## src/rtl/ifetch_ctrl_if.sv

```systemverilog
// Fetch-side bundle: instruction RAM port, redirect request and the decode handshake.
// The master modport is the fetch controller, the slave modport is the RAM/core side.
interface ifetch_ctrl_if #(
    parameter int PC_WIDTH    = 32,
    parameter int INSTR_WIDTH = 32
);
    logic [PC_WIDTH-1:0]    mem_pc;
    logic                   mem_pc_vld;
    logic [INSTR_WIDTH-1:0] mem_instr;
    logic                   redirect_vld;
    logic [PC_WIDTH-1:0]    redirect_pc;
    logic                   out_vld;
    logic                   out_rdy;
    logic [PC_WIDTH-1:0]    out_pc;
    logic [INSTR_WIDTH-1:0] out_instr;

    modport master (
        output mem_pc, mem_pc_vld, out_vld, out_pc, out_instr,
        input  mem_instr, redirect_vld, redirect_pc, out_rdy
    );

    modport slave (
        input  mem_pc, mem_pc_vld, out_vld, out_pc, out_instr,
        output mem_instr, redirect_vld, redirect_pc, out_rdy
    );
endinterface

```

## src/rtl/ifetch_ctrl.sv

```systemverilog
// Instruction fetch sequencer: issues word-aligned PCs to a 1-cycle RAM, buffers
// returned words in a 2-entry FIFO and hands {pc, instr} to decode.
module ifetch_ctrl #(
    parameter int                    PC_WIDTH    = 32,
    parameter int                    INSTR_WIDTH = 32,
    parameter logic [PC_WIDTH-1:0]   RESET_PC    = '0
) (
    input  logic          clk,
    input  logic          rst,
    ifetch_ctrl_if.master bus
);
    typedef struct packed {
        logic [PC_WIDTH-1:0]    pc;
        logic [INSTR_WIDTH-1:0] instr;
    } entry_t;

    localparam logic [PC_WIDTH-1:0] PC_STEP  = PC_WIDTH'(4);
    localparam logic [PC_WIDTH-1:0] PC_ALIGN = ~PC_WIDTH'(3);

    logic [PC_WIDTH-1:0] fpc;
    logic [PC_WIDTH-1:0] inflight_pc;
    logic                inflight;
    entry_t              fifo [2];
    logic                head, tail;
    logic [1:0]          count;

    logic [1:0] occ;
    logic       vld, pop, push, issue;

    always_comb begin
        vld   = (count != 2'd0);
        pop   = vld & bus.out_rdy;
        occ   = count + {1'b0, inflight};
        // Refill into the slot freed by this cycle's pop keeps 1 instr/cycle under occ==2.
        issue = !rst && !bus.redirect_vld &&
                ((occ < 2'd2) || ((occ == 2'd2) && pop));
        // A response landing in a redirect cycle belongs to the old path.
        push  = inflight && !bus.redirect_vld;
    end

    assign bus.mem_pc     = fpc;
    assign bus.mem_pc_vld = issue;
    assign bus.out_vld    = vld;
    assign bus.out_pc     = fifo[head].pc;
    assign bus.out_instr  = fifo[head].instr;

    always_ff @(posedge clk) begin
        if (rst) begin
            fpc         <= RESET_PC;
            inflight    <= 1'b0;
            inflight_pc <= '0;
            head        <= 1'b0;
            tail        <= 1'b0;
            count       <= 2'd0;
            fifo[0]     <= '0;
            fifo[1]     <= '0;
        end else begin
            inflight <= issue;
            if (issue) begin
                fpc         <= fpc + PC_STEP;
                inflight_pc <= fpc;
            end
            if (bus.redirect_vld) begin
                fpc   <= bus.redirect_pc & PC_ALIGN;
                head  <= 1'b0;
                tail  <= 1'b0;
                count <= 2'd0;
            end else begin
                if (push) begin
                    fifo[tail] <= '{pc: inflight_pc, instr: bus.mem_instr};
                    tail       <= ~tail;
                end
                if (pop)
                    head <= ~head;
                count <= count + {1'b0, push} - {1'b0, pop};
            end
        end
    end
endmodule

```

## src/flat_wrapper.sv

```systemverilog
// flat-port wrapper written by rule: the top's interface ports become plain ports
module ifetch_ctrl_flat 
#(
    parameter int                    PC_WIDTH    = 32,
    parameter int                    INSTR_WIDTH = 32,
    parameter logic [PC_WIDTH-1:0]   RESET_PC    = '0
)
  (clk, rst, bus_mem_pc, bus_mem_pc_vld, bus_out_vld, bus_out_pc, bus_out_instr, bus_mem_instr, bus_redirect_vld, bus_redirect_pc, bus_out_rdy);
  ifetch_ctrl_if #(.PC_WIDTH(PC_WIDTH), .INSTR_WIDTH(INSTR_WIDTH)) bus_i ();
  input  logic clk;
  input  logic rst;
  output wire logic [$bits(bus_i.mem_pc)-1:0] bus_mem_pc;
  output wire logic [$bits(bus_i.mem_pc_vld)-1:0] bus_mem_pc_vld;
  output wire logic [$bits(bus_i.out_vld)-1:0] bus_out_vld;
  output wire logic [$bits(bus_i.out_pc)-1:0] bus_out_pc;
  output wire logic [$bits(bus_i.out_instr)-1:0] bus_out_instr;
  input wire logic [$bits(bus_i.mem_instr)-1:0] bus_mem_instr;
  input wire logic [$bits(bus_i.redirect_vld)-1:0] bus_redirect_vld;
  input wire logic [$bits(bus_i.redirect_pc)-1:0] bus_redirect_pc;
  input wire logic [$bits(bus_i.out_rdy)-1:0] bus_out_rdy;
  assign bus_mem_pc = bus_i.mem_pc;
  assign bus_mem_pc_vld = bus_i.mem_pc_vld;
  assign bus_out_vld = bus_i.out_vld;
  assign bus_out_pc = bus_i.out_pc;
  assign bus_out_instr = bus_i.out_instr;
  assign bus_i.mem_instr = bus_mem_instr;
  assign bus_i.redirect_vld = bus_redirect_vld;
  assign bus_i.redirect_pc = bus_redirect_pc;
  assign bus_i.out_rdy = bus_out_rdy;
  ifetch_ctrl #(.PC_WIDTH(PC_WIDTH), .INSTR_WIDTH(INSTR_WIDTH), .RESET_PC(RESET_PC)) u_core (.clk(clk), .rst(rst), .bus(bus_i));
endmodule
```

## config.mk

```make
export PLATFORM = sky130hd
export DESIGN_NAME = ifetch_ctrl_flat
export DESIGN_NICKNAME = d
export VERILOG_FILES = /design/src/rtl/ifetch_ctrl_if.sv /design/src/rtl/ifetch_ctrl.sv /design/src/flat_wrapper.sv
export SDC_FILE = /design/constraint.sdc
export NUM_CORES = 1
export LEC_CHECK = 0
export CELL_PAD_IN_SITES_DETAIL_PLACEMENT = 0
export CELL_PAD_IN_SITES_GLOBAL_PLACEMENT = 1
export CORE_AREA = 5 5 148 150
export CTS_BUF_LIST = sky130_fd_sc_hd__clkbuf_2 sky130_fd_sc_hd__clkbuf_4 sky130_fd_sc_hd__clkbuf_8
export DETAILED_ROUTE_END_ITERATION = 12
export DIE_AREA = 0 0 153 155
export PLACE_DENSITY = 0.9
export REMOVE_ABC_BUFFERS = 1
export SKIP_CTS_REPAIR_TIMING = 1
export SYNTH_ARGS = -nofsm -noshare
export SYNTH_HDL_FRONTEND = slang
export SYNTH_SLANG_ARGS = --single-unit
```

## constraint.sdc

```tcl
create_clock -name clk -period 7.35 [get_ports clk]
set_input_delay 0.735 -clock clk [delete_from_list [all_inputs] [get_ports clk]]
set_output_delay 0.735 -clock clk [all_outputs]
set_load 0.01 [all_outputs]
```

# After elaboration in Yosys (flattened, before gate mapping)
# Memories as Yosys holds them, arrays and structs flattened. A register that Yosys moved wholly into a read port is not among the register bits.
# Cells that the tools add are included.
[word_totals]
wordCells = 41
output_inout_bits = 98
ram_bits = 128
regBits = 69
memories = 1
[op_classes]
n_bitwise = 3
n_mux = 13
eq_ne = 1
order_cmp = 1
reduce_logical = 11
addsub = 4
[memory_table]
columns = ["memory", "depth", "word_bits", "read_ports", "rd_clocked_by_memory_dff", "wr", "line", "rtl"]
rows = [
  ["u_core.fifo", 2, 64, 1, 1, 2, "ifetch_ctrl.sv:23", "entry_t fifo [2];"],
]
[ops]
columns = ["op", "n"]
rows = [
  ["2-to-1 mux 32 bit", 2],
  ["2-to-1 mux 64 bit", 1],
  ["OR reduction 64 bit", 1],
  ["adder 32 x 3 -> 32 bit (second input constant)", 1],
  ["2-to-1 mux 1 bit", 10],
  ["adder 2 x 1 -> 2 bit", 2],
  ["logical AND 1 bit", 4],
  ["nonzero test 2 bit", 2],
  ["== test 2 bit (second input constant)", 1],
  ["zero test 1 bit", 2],
  ["less-than comparator 2 bit (second input constant)", 1],
  ["inverter 1 bit", 2],
  ["OR reduction 2 bit", 1],
  ["subtractor 2 x 1 -> 2 bit", 1],
  ["AND 1 bit", 1],
  ["logical OR 1 bit", 1],
]

# Depth between registers and ports, before layout
[logic_depth]
word_depth = 8
depth_mapped = 9
depth_no_buf = 8

# Worst setup path before layout
# OpenSTA, ideal clock, no wires.
[synth_path]
path_kind = "in2reg"
startpoint = "input port bus_redirect_vld"
endpoint = "memory u_core.fifo[0][0] (netlist bit), enable pin"
stages = 3
arrival_ps = 5313
n_path_buf = 0
setup_slack_ps = 1469
setup_ps = 568
path_cell_list = "inv_1 -> nand2_1 -> o21ai_0"
[synth_rtl]
columns = ["element", "line", "rtl"]
rows = [
  ["from (decl)", "flat_wrapper.sv:18", "input wire logic [$bits(bus_i.redirect_vld)-1:0] bus_redirect_vld;"],
  ["to (decl)", "ifetch_ctrl.sv:23", ""],
]

# Worst setup path after layout
[layout_path]
startpoint = "input port rst"
endpoint = "output port bus_mem_pc_vld"
[layout_between]
elab_chain_cells = 3
[layout_rtl]
columns = ["element", "line", "rtl"]
rows = [
  ["from (decl)", "flat_wrapper.sv:11", "input logic rst;"],
  ["zero test 1 bit", "ifetch_ctrl.sv:35", "issue = !rst && !bus.redirect_vld &&"],
  ["logical AND 1 bit (2 in a row)", "ifetch_ctrl.sv:35", ""],
  ["to (decl)", "flat_wrapper.sv:13", "output wire logic [$bits(bus_i.mem_pc_vld)-1:0] bus_mem_pc_vld;"],
]
# No other way between the ends.

==> flow_summary_export.csv <==
group,metric,value,unit
run_status,status,"completed",
sta,drv_slew,0,
critical_path,cp_num_cells,5,
yosys,ys_ff_latch,190,
critical_path,arrival,3.13,ns
die,coreArea,20600,um2
cells_and_area,antenna_cells,0,
critical_path,crit_chain,"clkdlybuf4s50_1 -> nor2_1 -> o211ai_1 -> inv_2 -> clkdlybuf4s50_1",
worst_hold_path,hp-start,"u_core.inflight_pc[16]$_SDFFE_PP0P_",
die,rows,53,
power,p_leak,3.97,nW
place,gp_congestion,0.795,
clock_tree,cts_buffers,17,
critical_path,critPathKind,"primary input to output pin",
critical_path,crit_top_cell,"clkdlybuf4s50_1",
grt,busiest_layer,"met2",
clock_tree,cts_tree,"yes",
clock_tree,clock_sinks,190,
worst_hold_path,hold_path_depth,2,
yosys,syn_inst,713,
detailed_routing,initialDrtViolationCount,288,
yosys,synth_top_area_share,44.1,%
job,drv_cap,0,
yosys,yosysWarningCount,0,
grt,met1_usage,21.0,%
power,ir_drop,0.000106,V
detailed_routing,drc,0,
yosys,synthDistinctLibCells,52,
worst_hold_path,hold_path.class,"register to register",
sta,setup_viol,0,
yosys,async_flop_share,0,%
sta,setup-tns-final,0,ns
sta,skew,0.0128,ns
detailed_routing,detail_route.wirelength,19.8,mm
yosys,synth_area_per_cell,11.8,um2
place,portBuffers,159,
critical_path,end_kind,"output pin",
detailed_routing,wire_per_inst,17.3,um
grt,use_met2,28.5,%
sta,grt_setup_unrepaired,"false",
sta,maxSlewHeadroom,17.6,%
critical_path,startpoint,"rst",
sta,worst_pin_slew,1.23,ns
cells_and_area,drive_above_1_share,14.4,%
detailed_routing,ant_nets,0,
critical_path,r2r-start,"u_core.inflight$_SDFF_PP0_",
cells_and_area,area_growth,26.5,%
critical_path,critPathRequiredTime,6.61,ns
die,die-area,23700,um2
grt,grt_usage,16.7,%
yosys,post_synth_fa_ha_maj_area_fraction,0.593,%
clock_tree,h-tree-depth,4,
critical_path,start_kind,"primary input",
yosys,synthMuxAreaShare,8.63,%
clock_tree,clock_latency,0.45,ns
yosys,synth-simple-area-share,20.4,%
cells_and_area,fillers,1822,
yosys,yosysMostFrequentCell,"and2_1",
clock_tree,clk_path_buf_depth,2,
worst_hold_path,hold_end,"u_core.inflight_pc[16]$_SDFFE_PP0P_",
power,power.density,201,nW/um2
critical_path,cp_top_family,"buffers and inverters",
die,die_x,153,um
yosys,synth_top_family_by_area,"simple AND/OR/NAND/NOR gates",
grt,grt_max_degree,64,
place,dp_hpwl,12.4,mm
yosys,synth_area_leaders,"edfxtp_1, dfxtp_1, and2_1",
grt,overflow,0,
yosys,yosys.area_share.xor_xnor,3.31,%
sta,period_share,52.5,%
grt,grt_pass1_vias,5744,
die,start_util,41.1,%
critical_path,r2r-end,"u_core.fifo[1][21]$_SDFFCE_PN0P_",
critical_path,crit_fanout,27,
yosys,synthFlopType,"edfxtp_1",
cells_and_area,final_util,52.0,%
critical_path,critPathMaxStageDelay,0.83,ns
grt,antenna_found_initial,0,
cells_and_area,nets,928,
clock_tree,clk_pin_slew,0.08,ns
critical_path,ff2ff_path_depth,5,
detailed_routing,drt-vias-per-instance,4.96,
grt,grt_pass1_wl,31.1,mm
yosys,synth_compound_area_share,4.43,%
sta,hold_viol,0,
sta,max_clock_freq,259,MHz
grt,use_met3,4.56,%
yosys,synth_enable_flop_cells,124,
clock_tree,root_buffer,"clkbuf_8",
detailed_routing,vias,5673,
die,die_y,155,um
critical_path,path_buf_inv,3,
critical_path,rrSetupSlack,4.72,ns
critical_path,crit_slowest_cell,"clkdlybuf4s50_1",
die,ios,166,
yosys,synth_area,8440,um2
yosys,ys_seq_area_share,59.8,%
sta,fin_crit,3.86,ns
detailed_routing,firstDrtPassIters,5,
yosys,netlist.top_cell.by_area,"edfxtp_1",
yosys,synthTopCellsByCount,"and2_1, edfxtp_1, dfxtp_1",
## kinds of logic after synthesis
kind of cell | Yosys count
simple gates | 306
flops | 190
mux | 65
buf+inv | 59
compound gates | 57
xor+xnor | 31
fa+ha+maj | 4
other cells | 1
## metal layers
metal	vias to the layer above	part of all wire, %	wire length (um)
met5	-	0	0
met4	0	1.3	257
met3	18	5.7	1120
met2	154	49	9610
met1	2704	44	8780
li1	2797	-	-
## worst register-to-register path, stage by stage, from the launching register on
cell and delay [ns]:
dfxtp_1 0.39, nand2_1 0.15, inv_1 0.10, and3_2 0.17, buf_4 0.53, or2_4 0.88
## sequential cells by signal (all words and copies together), names as in the netlist, named ones only
register,count
u_core.inflight_pc,30
u_core.bus.mem_pc,30
u_core.head,1
u_core.fifo,124
u_core.inflight,1
u_core.tail,1
u_core.count,2
## where the power goes
part | switching, mW | total [mW] | internal [mW]
sequential | 0.0347 | 1.22 | 1.19
clock | 0.345 | 0.692 | 0.347
combinational | 0.107 | 0.229 | 0.123
total | 0.486 | 2.14 | 1.66
## per-stage QoR
step                      setup slack, ns  total power, mW  hold WS [ns]  cells  area, um2
after floorplan                     0.720             1.34         0.434    670       8260
after global placement               3.17             1.47         0.446   1112      10300
after detailed placement             3.19             1.48         0.451   1112      10300
after CTS                            3.47             2.16         0.464   1144      10700
after global routing                 3.24             2.23         0.482   1144      10700
final                                3.49             2.14         0.459   1144      10700
## worst max-delay path by stage
stage	end	slack, ns
3_3_place_gp	u_core.fifo[1][30]$_SDFFCE_PN0P_	3.17
5_1_grt	bus_mem_pc_vld	3.24
2_1_floorplan	u_core.fifo[0][0]$_SDFFCE_PN0P_	0.72
6_report	bus_mem_pc_vld	3.49
4_1_cts	bus_mem_pc_vld	3.47
3_5_place_dp	u_core.fifo[1][59]$_SDFFCE_PN0P_	3.19
## layout by cell type, fill, tap and decap left out, types with 4 or more instances in the layout
cell type,Yosys,routed
clkdlybuf4s50_1,0,159
and2_1,129,129
edfxtp_1,124,124
dfxtp_1,66,65
mux2_2,62,62
nand2_1,56,56
nand3_1,32,32
nor2_1,26,26
xnor2_1,22,22
clkbuf_8,0,19
a211oi_1,17,17
nor3_1,16,15
inv_1,12,12
a21oi_1,12,12
o21ai_0,12,11
nand4_1,11,11
xor2_1,8,8
buf_4,4,8
and3_1,8,7
clkbuf_4,0,7
nor4_1,5,5
ha_1,4,4
conb_1,1,4
## area by class of cell
cell class | count | area, um2 | share of cell area, %
clock inverter | 6 | 85.1 | 0.797
inverter | 13 | 48.8 | 0.457
timing repair buffer | 167 | 1650 | 15.5
clock buffer | 26 | 314 | 2.94
multi-input combinational | 467 | 3190 | 29.9
sequential | 190 | 5050 | 47.3
tap | 275 | 344 | 3.22
No activity file was read; power rests on OpenSTA's default activity.
==> RTL edit 1, RTL diff (same settings) <==
`PC_WIDTH` is set to 32 in 3 places; all go to 24.
--- a/src/rtl/ifetch_ctrl_if.sv
+++ b/src/rtl/ifetch_ctrl_if.sv
@@ -2,5 +2,5 @@
 // The master modport is the fetch controller, the slave modport is the RAM/core side.
 interface ifetch_ctrl_if #(
-    parameter int PC_WIDTH    = 32,
+    parameter int PC_WIDTH    = 24,
     parameter int INSTR_WIDTH = 32
 );
--- a/src/rtl/ifetch_ctrl.sv
+++ b/src/rtl/ifetch_ctrl.sv
@@ -2,5 +2,5 @@
 // returned words in a 2-entry FIFO and hands {pc, instr} to decode.
 module ifetch_ctrl #(
-    parameter int                    PC_WIDTH    = 32,
+    parameter int                    PC_WIDTH    = 24,
     parameter int                    INSTR_WIDTH = 32,
     parameter logic [PC_WIDTH-1:0]   RESET_PC    = '0
--- a/src/flat_wrapper.sv
+++ b/src/flat_wrapper.sv
@@ -2,5 +2,5 @@
 module ifetch_ctrl_flat 
 #(
-    parameter int                    PC_WIDTH    = 32,
+    parameter int                    PC_WIDTH    = 24,
     parameter int                    INSTR_WIDTH = 32,
     parameter logic [PC_WIDTH-1:0]   RESET_PC    = '0
Ports: changed (resized bus_mem_pc, bus_out_pc and bus_redirect_pc); port bits go from 166 to 142. No check against the original RTL was run, so the function may have changed too.
==> RTL edit 1 against the unedited design <==
  * Synthesized area fell by 17%
  * Synthesized cell count shrank 19%
  * Sequential cell count decreased by 32
  * Wire length shrank 21%
  * Final area shrank 15%
  * Sequential power down 17%
  * Global-route usage decreased by 3.6 points
  * Total power decreased by 12%
  * Count of clock-buffer cells in the layout shrank 6
  * Worst setup slack better by 0.063 ns
  * Via count shrank 18%
  * Clock power down 0.7%
  * Critical endpoint unchanged
  * Largest cell class unchanged
  * Largest power group unchanged
==> RTL edit 1: results (changes against the unedited design) <==
metric	value	unit	change
peak supply drop	94.7	uV	was 106 uV
Routed WL	15500	um	was 19800 um
global routing usage on met1	0.166		was 0.210
DR WL met2	7510	um	was 9610 um
placed inst area	8650	um2	was 10300 um2
reg-to-reg slack, setup	4.71	ns	was 4.72 ns
Via-to-Cell Ratio	4.66		was 4.96
M1 WL	7090	um	was 8780 um
DP Cell Count	963		was 1112
Commonest cells post-synth	113 x and2_1, 108 x edfxtp_1, 54 x mux2_2		was 129 x and2_1, 124 x edfxtp_1, 66 x dfxtp_1
comb_multi_in	379		was 467
Seq cells	158		was 190
arrival time worst endpoint	3.06	ns	was 3.13 ns
max FFs per register	108		was 124
register area share after synthesis	0.603		was 0.598
Port Buf Inserts	135		was 159
GR met3 Demand/Resource	0.0376		was 0.0456
GR met2 Demand/Resource	0.219		was 0.285
gpl congestion	0.764		was 0.795
multi-input logic area	2620	um2	was 3190 um2
largest net degree at the start of global routing	55		was 64
status	finished, final reports clean		unchanged
crit path time final	3.80	ns	was 3.86 ns
Vias	4632		was 5673
sw power	0.000432	W	was 0.000486 W
largest fanout on the critical path	49		was 27
Max stage delay on crit path	0.65	ns	was 0.83 ns
DP Worst Slack	3.55	ns	was 3.19 ns
met3 wire len	738	um	was 1120 um
Netlist cell types	59		was 52
mux cell area share after synthesis	0.0895		was 0.0863
first-pass GRT wire length	24600	um	was 31100 um
clock network fraction of total power	0.365		was 0.323
Design Area, Final	9070	um2	was 10700 um2
router iterations before antenna repair	4		was 5
Iteration-0 DRC Markers	241		was 288
Synth Area in Compound Gates	0.0669		was 0.0443
Register Area	4250	um2	was 5050 um2
layout cell share with drive strength beyond 1	0.156		was 0.144
Filler Cells Inserted	1936		was 1822
invs w/o clock	8		was 13
worst slew pin tran	0.774	ns	was 1.23 ns
Internal	0.00145	W	was 0.00166 W
worst hold slack	0.461	ns	was 0.459 ns
Post-synth EDFFs	108		was 124
fraction of area in clock buffers and inverters	0.0469		was 0.0374
Clock Skew	0.0180	ns	was 0.0128 ns
P_leak	3.31	nW	was 3.97 nW
Non-clock buffers, area share	0.155		about the same
-- RTL edit 1: changes by cell type in the layout (fill, tap and decap cells not counted), sizes merged, moves of 9 or more --
| cell | unedited run | this run |
|---|---|---|
| o21ai | 15 | 24 |
| clkdlybuf4s50 | 159 | 134 |
| nor2 | 26 | 9 |
| dfxtp | 66 | 50 |
| nand3 | 32 | 6 |
| nand2 | 57 | 48 |
| edfxtp | 124 | 108 |
| xnor2 | 23 | 4 |
| nand2b | 1 | 16 |
| a211oi | 17 | 1 |
| and2 | 129 | 114 |
-- RTL edit 1: final timing paths --
kind | from | endpoint | cells past startpoint
hold reg to reg | u_core.inflight_pc[17] | u_core.inflight_pc[17] | 2
hold / removal | u_core.inflight_pc[17] | u_core.inflight_pc[17] | 2
setup / recovery | bus_redirect_vld | bus_mem_pc_vld | 7
setup reg to reg | u_core.count[0] | u_core.bus.mem_pc[11] | 8
-- RTL edit 1: worst min-delay path, delay by kind of cell, from the launching register on --
family	cells	cell delay (ns)
DFF	1	0.33
and+or+nand+nor	2	0.10
==> RTL edit 2, RTL diff (same settings) <==
Without the edit above. Make the reset (`rst`) asynchronous in one clocked block.
--- a/src/rtl/ifetch_ctrl.sv
+++ b/src/rtl/ifetch_ctrl.sv
@@ -45,5 +45,5 @@
     assign bus.out_instr  = fifo[head].instr;
 
-    always_ff @(posedge clk) begin
+    always_ff @(posedge clk or posedge rst) begin
         if (rst) begin
             fpc         <= RESET_PC;
Behaviour: differs if rst is asserted again (counterexample within 4 cycles, from zero or initial values and one cycle with rst high); with rst held inactive, the same outputs for 4 cycles.
==> RTL edit 2 against the unedited design <==
  * Worst setup slack gained 0.59 ns
  * Clock skew grew 0.0050 ns
  * Final area rose by 0.93%
  * Via count increased by 4.4%
  * Final cell count is 0.52% lower
  * Non-clock buffer count is 2 lower
  * First-iteration DRC count fell by 26%
  * Synthesized area rose by 1.3%
  * Register-to-register slack got worse by 0.07 ns
  * Critical path depth shrank 3
  * Wire length increased by 0.19%
  * Sequential cell count decreased by 1
  * Critical endpoint is now bus_out_pc[15]
  * Highest routed layer unchanged
Power is not compared: it rests on default switching activity, and its combinational part moved more than twofold at a synthesized area within 25%.
==> RTL edit 2: results (changes against the unedited design) <==
metric	value	unit	change
status	finished, final reports clean		unchanged
first-pass GRT wire length	32900	um	was 31100 um
Num CTS Buffers	17		unchanged
Clock Skew	0.0178	ns	was 0.0128 ns
Worst-path clk slew	0.09	ns	
gpl congestion	0.726		was 0.795
yosys synthesis warning count	0		unchanged
GRT Util Overall	0.171		was 0.167
Netlist cell types	43		was 52
Vias	5920		was 5673
register area share after synthesis	0.553		was 0.598
router iterations before antenna repair	5		unchanged
peak supply drop	257	uV	
Port Buf Inserts	159		unchanged
Top reg by flops	u_core.fifo		unchanged
largest fanout on the critical path	63		was 27
nets@finish	921		was 928
Commonest cells post-synth	189 x dfrtp_1, 186 x mux2_2, 121 x nand2_1		was 129 x and2_1, 124 x edfxtp_1, 66 x dfxtp_1
H-tree depth	4		unchanged
Iteration-0 DRC Markers	213		was 288
DP HPWL	12500	um	was 12400 um
Sw Ratio	0.307		
vias in the first global route	6133		was 5744
Routed WL	19800	um	about the same
layout cell share with drive strength beyond 1	0.272		was 0.144
P_leak	4.74	nW	
synth top area cells	dfrtp_1 55%, mux2_2 24%, nand2_1 5.3%, o21ai_0 1.4%, nand3_1 1.1%		was edfxtp_1 44%, dfxtp_1 16%, and2_1 9.6%, mux2_2 8.3%, nand2_1 2.5%
largest net degree at the start of global routing	112		was 64
Worst-Skew Late Latency	0.46	ns	
initial antenna violation count	1		was 0
arrival time worst endpoint	2.53	ns	was 3.13 ns
root buf cell	clkbuf_8		unchanged
hold crit path type	reg -> reg		unchanged
max FFs per register	124		unchanged
DP Worst Slack	4.05	ns	was 3.19 ns
async set-reset flop share out of synthesis	1.00		was 0
clk buf depth	2		unchanged
Top FF cell, synth	dfrtp_1		was edfxtp_1
Slew Limit Headroom	0.327		was 0.176
placed inst area	10400	um2	was 10300 um2
==> RTL edit 2: changes by cell type after synthesis, moves of 12 or more <==
cell      before  now
dfrtp_1        0  189
and2_1       129    3
edfxtp_1     124    0
mux2_2        62  186
dfxtp_1       66    0
nand2_1       56  121
xnor2_1       22    4
a211oi_1      17    0
nor3_1        16    1
nand3_1       32   19
o21ai_0       12   24
==> RTL edit 2: critical path, cell delays in order (launching register included) <==
cell and delay, ns:
dfrtp_4 1.08, mux2_2 0.41, clkdlybuf4s50_1 0.54
==> RTL edit 2: cells by family after synthesis <==
kind of cell / synth area share
other: 0.000438
muxes: 0.248
and+or+nand+nor: 0.114
DFF: 0.553
xor gates and xnor gates: 0.00512
AOI/OAI and AO/OA: 0.0480
adders and majority gates: 0.00585
buffers and inverters: 0.0253
==> RTL edit 2: cell type report <==
cell class | instances | area [um2]
clock inverter | 8 | 82.6
sequential | 189 | 4730
antenna | 2 | 5.00
multi-input combinational | 469 | 3640
clock buffer | 23 | 304
inverter | 7 | 33.8
fill | 1803 | 9780
tap | 275 | 344
timing repair buffer | 165 | 1630
==> RTL edit 2: power by group through the flow <==
| stage | registers [W] | logic [W] | clock network, W |
|---|---|---|---|
| 6_report | 0.00173 | 0.00149 | 0.000672 |
| 4_1_cts | 0.00173 | 0.00152 | 0.000699 |
| 3_3_place_gp | 0.00173 | 0.00149 | 0 |
| 5_1_grt | 0.00178 | 0.00162 | 0.000742 |
| 2_1_floorplan | 0.00166 | 0.000853 | 0 |
| 3_5_place_dp | 0.00175 | 0.00151 | 0 |
==> RTL edit 2: through the flow <==
| step | power [W] | instances |
|---|---|---|
| detailed placement | 0.00326 | 1105 |
| global placement | 0.00321 | 1105 |
| floorplan | 0.00251 | 665 |
| finish | 0.00389 | 1138 |
| global route | 0.00415 | 1137 |
| CTS | 0.00395 | 1136 |
==> RTL edit 2: final timing paths <==
| kind | to | from | slack, ns | cells after the start |
|---|---|---|---|---|
| min in group asynchronous | u_core.fifo[118] | rst | 0.85 | 2 |
| worst max register to register | u_core.bus.mem_pc[16] | u_core.inflight | 4.65 | 9 |
| max in group asynchronous | u_core.fifo[16] | rst | 4.98 | 3 |
| worst min-delay path | u_core.inflight_pc[16] | u_core.inflight_pc[16] | 0.50 | 2 |
| worst min register to register | u_core.inflight_pc[16] | u_core.inflight_pc[16] | 0.50 | 2 |
| worst max-delay path | bus_out_pc[15] | u_core.head | 4.08 | 2 |
==> RTL edit 2: routing by layer <==
layer	wire length, um	up-vias	part of all wire	global-route usage
met4	181	0	0.0091	0.0467
li1	-	2781	-	-
met5	0	-	0	0
met2	9520	149	0.48	0.274
met1	9110	2975	0.46	0.236
met3	990	15	0.050	0.0412
